File: src/rtl/knn_burst_sequencer.sv
// Burst/sample sequencer for a k-NN engine: walks L training samples in bursts of
// up to MAX_ELEMENTS elements, then hands off to the voting unit.
module knn_burst_sequencer #(
    parameter int M            = 50,
    parameter int N            = 10,
    parameter int MAX_ELEMENTS = 32,
    parameter int L            = 64,
    localparam int TOTAL = M * N,
    localparam int NB    = (TOTAL + MAX_ELEMENTS - 1) / MAX_ELEMENTS,
    localparam int LAST  = TOTAL - (NB - 1) * MAX_ELEMENTS,
    localparam int BW    = $clog2(NB + 1),
    localparam int LW    = $clog2(MAX_ELEMENTS + 1),
    localparam int SW    = $clog2(L + 1)
) (
    input  logic          clk,
    input  logic          rst,
    input  logic          start,
    input  logic          abort,
    input  logic          read_done,
    input  logic          calc_ack,
    input  logic          vote_done,
    output logic          data_request,
    output logic          calc_start,
    output logic [BW-1:0] burst_idx,
    output logic [LW-1:0] burst_len,
    output logic [SW-1:0] sample_idx,
    output logic          done,
    output logic          vote_start,
    output logic          inference_done,
    output logic          busy
);

    typedef enum logic [2:0] {
        S_IDLE,
        S_REQ,
        S_CALC,
        S_WAIT_CALC,
        S_SAMPLE,
        S_VOTE,
        S_WAIT_VOTE,
        S_FIN
    } state_t;

    localparam logic [BW-1:0] LAST_BURST  = BW'(NB - 1);
    localparam logic [SW-1:0] LAST_SAMPLE = SW'(L - 1);
    localparam logic [LW-1:0] FULL_LEN    = LW'(MAX_ELEMENTS);
    localparam logic [LW-1:0] LAST_LEN    = LW'(LAST);

    state_t          state_q;
    state_t          state_d;
    logic [BW-1:0]   burst_d;
    logic [SW-1:0]   sample_d;
    logic [LW-1:0]   burst_len_d;
    logic            data_request_d;
    logic            calc_start_d;
    logic            done_d;
    logic            vote_start_d;
    logic            inference_done_d;
    logic            busy_d;

    // Next-state and counter logic.
    always_comb begin
        // NOTE: every comb output is defaulted first so no path can infer a latch.
        state_d  = state_q;
        burst_d  = burst_idx;
        sample_d = sample_idx;

        if (abort && state_q != S_IDLE) begin
            state_d  = S_IDLE;
            burst_d  = '0;
            sample_d = '0;
        end else begin
            unique case (state_q)
                S_IDLE: begin
                    if (start) begin
                        state_d  = S_REQ;
                        burst_d  = '0;
                        sample_d = '0;
                    end
                end
                S_REQ: begin
                    if (read_done) state_d = S_CALC;
                end
                S_CALC: begin
                    state_d = S_WAIT_CALC;
                end
                S_WAIT_CALC: begin
                    if (calc_ack) begin
                        if (burst_idx == LAST_BURST) begin
                            state_d = S_SAMPLE;
                            burst_d = '0;
                        end else begin
                            state_d = S_REQ;
                            burst_d = burst_idx + 1'b1;
                        end
                    end
                end
                S_SAMPLE: begin
                    if (sample_idx == LAST_SAMPLE) begin
                        state_d = S_VOTE;
                    end else begin
                        state_d  = S_REQ;
                        sample_d = sample_idx + 1'b1;
                    end
                end
                S_VOTE: begin
                    state_d = S_WAIT_VOTE;
                end
                S_WAIT_VOTE: begin
                    if (vote_done) state_d = S_FIN;
                end
                S_FIN: begin
                    state_d = S_IDLE;
                end
                default: begin
                    state_d  = S_IDLE;
                    burst_d  = '0;
                    sample_d = '0;
                end
            endcase
        end
    end

    // Outputs are decoded from the next state and then registered, so each output
    // reflects the state the FSM occupies during that cycle.
    always_comb begin
        data_request_d   = (state_d == S_REQ);
        calc_start_d     = (state_d == S_CALC);
        done_d           = (state_d == S_SAMPLE);
        vote_start_d     = (state_d == S_VOTE);
        inference_done_d = (state_d == S_FIN);
        busy_d           = (state_d != S_IDLE);
        if (state_d == S_IDLE) begin
            burst_len_d = '0;
        end else if (burst_d == LAST_BURST) begin
            burst_len_d = LAST_LEN;
        end else begin
            burst_len_d = FULL_LEN;
        end
    end

    always_ff @(posedge clk or negedge rst) begin
        if (!rst) begin
            state_q        <= S_IDLE;
            burst_idx      <= '0;
            sample_idx     <= '0;
            burst_len      <= '0;
            data_request   <= 1'b0;
            calc_start     <= 1'b0;
            done           <= 1'b0;
            vote_start     <= 1'b0;
            inference_done <= 1'b0;
            busy           <= 1'b0;
        end else begin
            // NOTE: non-blocking assignments so every register samples pre-edge values.
            state_q        <= state_d;
            burst_idx      <= burst_d;
            sample_idx     <= sample_d;
            burst_len      <= burst_len_d;
            data_request   <= data_request_d;
            calc_start     <= calc_start_d;
            done           <= done_d;
            vote_start     <= vote_start_d;
            inference_done <= inference_done_d;
            busy           <= busy_d;
        end
    end

endmodule

File: config.mk
export PLATFORM = sky130hd
export DESIGN_NAME = knn_burst_sequencer
export DESIGN_NICKNAME = d
export VERILOG_FILES = /design/src/rtl/knn_burst_sequencer.sv
export SDC_FILE = /design/constraint.sdc
export NUM_CORES = 1
export LEC_CHECK = 0
export CORE_MARGIN = 2
export CORE_UTILIZATION = 44
export DETAILED_ROUTE_END_ITERATION = 10
export PLACE_DENSITY_LB_ADDON = 0.08
export SYNTH_ARGS = -nofsm -noshare
export SYNTH_HDL_FRONTEND = slang
export SYNTH_SLANG_ARGS = --single-unit
File: constraint.sdc
create_clock -name clk -period 1.83 [get_ports clk]
set_clock_uncertainty 0.1 [all_clocks]
set_input_delay 0.366 -clock clk [delete_from_list [all_inputs] [get_ports clk]]
set_output_delay 0.366 -clock clk [all_outputs]
set_load 0.1 [all_outputs]
-- Yosys cells after proc, flatten, opt, wreduce, memory -nomap -nowiden
Cells that the tools add are included.
- bits in registers: 27
- latch bits: 0
- RAM bits: 0
- ROM bits: 0
- input port bits: 7
- memories: 0
- add/subtract/negate cells: 2
- multipliers: 0
- div/mod/pow operators: 0
- order comparisons: 0
- eq/ne operators: 17
- shift operators: 0
- mux-type cells: 19
- bitwise operators: 0
- reductions and logical operators: 7
- operator list (cell ; count):
    $pmux 3 s8 ; 1
    $eq 3x3->1 const B ; 7
    $mux 3 ; 7
    $mux 7 ; 3
    $mux 5 ; 4
    $pmux 7 s2 ; 1
    $mux 6 ; 2
    $eq 5x4->1 const B ; 2
    $pmux 5 s2 ; 1
    $eq 3x2->1 const B ; 3
    $reduce_bool 3->1 ; 3
    $add 7x1->7 const B ; 1
    $eq 7x6->1 const B ; 1
    $eq 3x1->1 const B ; 2
    $logic_not 3->1 ; 2
    $ne 3x3->1 const B ; 2
    $add 5x1->5 const B ; 1
    $reduce_and 3->1 ; 1
    $logic_and 1x1->1 ; 1

-- Depth between registers and ports, before layout
- depth in word-level cells: 8
- gate-level depth with buffers: 7
- depth with buffers taken out: 7

-- Worst setup path after synthesis
OpenSTA, ideal clock, no wires.
- kind: reg-to-reg
- start point: register burst_idx[1]
- end point: register burst_len[4]
- setup time: 0.120 ns
- arrival time: 2.220 ns
- data required time: 1.610 ns
- path slack: -0.609 ns
- stages on the path, launching flop included: 7
- cells stage by stage: dfrtp_1 ha_1 nand4_1 o21ai_1 a31oi_4 a211oi_2 and3b_1
- elaborated cells on any way between the ends: 15
- RTL lines (what ; line ; source):
    start: declaration ; 24 ; output logic [BW-1:0] burst_idx,
    start signal: assignment ; 157 ; burst_idx <= burst_d;
    $eq 5x4->1 ; 89 ; if (burst_idx == LAST_BURST) begin
    $mux 3 ; 89 ;
    $mux 3 ; 88 ; if (calc_ack) begin
    $pmux 3 s8 ; 73 ; unique case (state_q)
    $mux 3 ; 68 ; if (abort && state_q != S_IDLE) begin
    net state_d[0] ; 50 ; state_t state_d;
    $logic_not 3->1 ; 133 ; if (state_d == S_IDLE) begin
    $mux 6 ; 133 ;
    end signal: assignment ; 159 ; burst_len <= burst_len_d;
    end: declaration ; 25 ; output logic [LW-1:0] burst_len,
The timed path passes the listed nets, and every way through them passes these cells.
A chain may end at the register's enable or synchronous reset.

-- Worst setup path after layout
- start point: register burst_idx[1]
- end point: register burst_len[4]
- cells in the longest elaborated chain, start to end: 8
- elaborated cells on any way between the ends: 15
- ends and longest elaborated chain (what ; line ; source):
    $add 5x1->5 or $eq 5x4->1 (tied branches) ; 94, 89 ;
    $mux 5 ; 89 ;
    $mux 5 ; 88 ;
    $pmux 5 s2 ; 73 ;
    $mux 5 ; 68 ;
    $eq 5x4->1 ; 135 ; end else if (burst_d == LAST_BURST) begin
    $mux 6 ; 135 ;
    $mux 6 * ; 133 ;
Every way passes the cells marked *; elsewhere a longest branch is shown, timed or not.

==> key figures <==
Run status
  • Status: complete, but fails checks
  • Failing checks: setup timing

Detailed routing
  • Vias/cell: 5.59
  • Routed len/inst: 14.8 um
  • Post-route ant nets: 0
  • Routed wire length: 3.28 mm
  • Initial DRC Count: 31
  • Detailed-route via count: 1241
  • Remaining DRCs: 0
  • Drt pass-1 iters: 4

Final layout
  • Seq. cell area: 606 sq um
  • Util after Layout: 75.7%
  • Area grow syn2layout: 62.9%
  • Commonest cells after routing, fill and taps aside: buf_4 (32), buf_12 (21), nor2_1 (15)
  • Number of diodes: 0
  • Commonest non-fill, non-tap cell in the layout: buf_4
  • Area occupied by multi-input gates: 667 sq um
  • Fillers: 195
  • Finished Cell Area: 2090 sq um
  • Fraction of layout cells with a size suffix above 1: 46.6%
  • Nets: 201

Critical path
  • Slowest-stage cell, CP: dfrtp_4
  • CP startpoint kind: flip-flop
  • Critical path class: flip-flop to flip-flop
  • Slowest stage delay, CP: 0.45 ns
  • Worst r2r dst: burst_len[4]$_DFF_PN0_
  • Worst Path Arrival: 2.01 ns
  • Bufs and invs on worst path: 0
  • Crit path capture type: flip-flop
  • Worst reg2reg startpoint: burst_idx[1]$_DFF_PN0_
  • Critical path, cell by cell: ha_4 > nand4_1 > or3_4 > o311ai_4 > a211oi_2 > and3b_1
  • FF-to-FF path depth: 6
  • Critical path depth in cells: 6
  • CP required: 1.98 ns
  • Flop2flop setup slack: -0.03 ns
  • CP Max Fanout: 4
  • Crit path capture: burst_len[4]$_DFF_PN0_
  • Crit path launch: burst_idx[1]$_DFF_PN0_
  • Crit path max-delay family: simple AND/OR/NAND/NOR gates

Power
  • LEAKAGE: 0.000914 uW
  • Cell Pwr Density: 911 nW/um^2
  • Worst vdd ir: 0.00129 V

Worst hold path
  • Hold Crit Class: primary input to asynchronous set/reset pin

Synthesis
  • Yosys cell types: 47
  • Ys Warns: 0
  • Post-Syn Instances: 133
  • Syn Area/Cell: 9.63 sq um
  • EDFF count, synth: 0
  • Cell Area, Synth: 1280 sq um
  • Seq/Total Area, Yosys: 44.9%
  • Ys flop type: dfrtp_1
  • Synth async-reset ratio: 100%
  • Seq cells post-synth: 23

Die
  • Cell Rows: 19
  • Core ar.: 2760 sq um
  • Die Wd: 58.0 um
  • Die H: 58.0 um
  • Io pins: 31
  • Initial core utilization: 46.5%
  • Die area: 3360 sq um

GRT
  • Initial antenna violation count: 0
  • First-pass GRT wire length: 5.43 mm
  • Largest net degree at the start of global routing: 24
  • Grt ovf: 0
  • Vias in the first global route: 1206
  • Total track usage: 21.0%

Placement
  • Port bufs: 27
  • Global placer's final weighted congestion: 0.836
  • Detailed Place HPWL: 2.47 mm
  • Placed inst area: 2020 sq um

Clock network
  • Max clock buf depth: 2
  • Clk Latency, worst-skew pair: 0.30 ns
  • H-tree depth: 1
  • Cts bufs inserted: 3
  • CTS clk-pin slew, worst paths: 0.12 ns
  • TritonCTS clock tree: yes
  • Clock sinks: 23
  • Root buf cell: clkbuf_4

Timing
  • Max Freq: 538 MHz
  • Post-layout min period: 1.86 ns
  • Slew Limit Fails: 0
  • Setup_tns: -0.0575 ns
  • RSZ-0062 raised after global routing: true
  • Final hold vios: 0
  • Crit share post-route: 102%
  • Final setup viols: 2
  • Final worst slack: -0.0296 ns

Flow run
  • Max Cap Viol: 0
-- synthesized netlist by cell type, types with 3 or more instances --
| library cell | n | share of area [%] |
|---|---|---|
| inv_1 | 4 | 1.2 |
| nor2b_1 | 3 | 1.5 |
| o21ai_0 | 6 | 2.3 |
| nor2_1 | 15 | 4.4 |
| o21ai_1 | 5 | 2.0 |
| buf_4 | 4 | 2.3 |
| and3_1 | 3 | 1.5 |
| nand3_1 | 6 | 2.3 |
| a21oi_1 | 4 | 1.6 |
| nand2_1 | 14 | 4.1 |
| nor3_1 | 3 | 1.2 |
| dfrtp_1 | 23 | 45 |
-- worst min path at each step --
| stage | from | to | slack (ns) |
|---|---|---|---|
| after floorplan | rst | burst_idx[2]$_DFF_PN0_ | -0.03 |
| after global placement | sample_idx[6]$_DFFE_PN0P_ | sample_idx[6]$_DFFE_PN0P_ | 0.47 |
| after detailed placement | sample_idx[6]$_DFFE_PN0P_ | sample_idx[6]$_DFFE_PN0P_ | 0.47 |
| after CTS | rst | sample_idx[0]$_DFFE_PN0P_ | 0.31 |
| after global routing | rst | burst_idx[0]$_DFF_PN0_ | 0.31 |
| final | rst | sample_idx[0]$_DFFE_PN0P_ | 0.30 |
-- flip-flops by register name, summed over array words and instances, names as in the netlist --
signal and cells:
burst_idx 5, calc_start 1, data_request 1, busy 1
vote_start 1, inference_done 1, done 1, state_q 3
burst_len 2, sample_idx 7
-- where the power goes --
group          total [uW]  internal [uW]  switching, uW
clock network         231           81.5            149
logic                1050            407            644
registers             620            568           51.9
total                1900           1060            845
-- per-layer routing --
metal  up-vias  track usage (%)  share of wire, %
met5         -                0                 0
met3        10             4.91               4.7
li1        587                -                 -
met4         0             8.97               2.2
met2        38             32.8                49
met1       606             28.2                44
-- stage by stage --
stage,hold slack (ns),power [uW],worst slack (ns),instances
after floorplan,-0.0296,1270,-0.110,135
after global placement,0.467,1640,-0.313,214
after detailed placement,0.468,1660,-0.338,214
after CTS,0.308,1890,-0.0335,219
after global routing,0.308,2000,-0.0854,222
final,0.299,1900,-0.0296,222
-- kinds of logic (layout without fill, tap and decap cells) --
| logic type | after synthesis | after routing | synth area share (%) |
|---|---|---|---|
| AO/OA/AOI/OAI | 32 | 32 | 20.7 |
| other | 1 | 3 | 0.293 |
| AND/OR/NAND/NOR | 60 | 60 | 25.2 |
| multiplexers | 1 | 1 | 0.879 |
| flip-flops | 23 | 23 | 44.9 |
| adder cells (fa/ha/maj) | 2 | 2 | 1.95 |
| buffers and inverters | 14 | 70 | 6.05 |
-- worst reg2reg max path: cells and delay by family, from the launching register on --
| kind | cells | cell delay (ns) |
|---|---|---|
| DFF | 1 | 0.45 |
| and+or+nand+nor | 3 | 0.88 |
| AOI/OAI and AO/OA | 2 | 0.25 |
| adders and majority gates | 1 | 0.14 |
-- repair_timing --
| item | CTS | global route |
|---|---|---|
| endpoints found under the setup margin | 2 | 8 |
| gates resized for setup | 1 | 5 |
| pin swaps | 3 | 3 |
| setup buffers | 1 | 3 |
| hold buffers | 0 | 0 |
-- cell type report --
type | count | share of cell area, %
inverter | 7 | 1.26
sequential | 23 | 29.0
clock buffer | 3 | 1.08
multi-input combinational | 98 | 32.0
clock inverter | 1 | 0.240
timing repair buffer | 59 | 34.6
tap | 31 | 1.86
(Power assumes the default switching activity.)
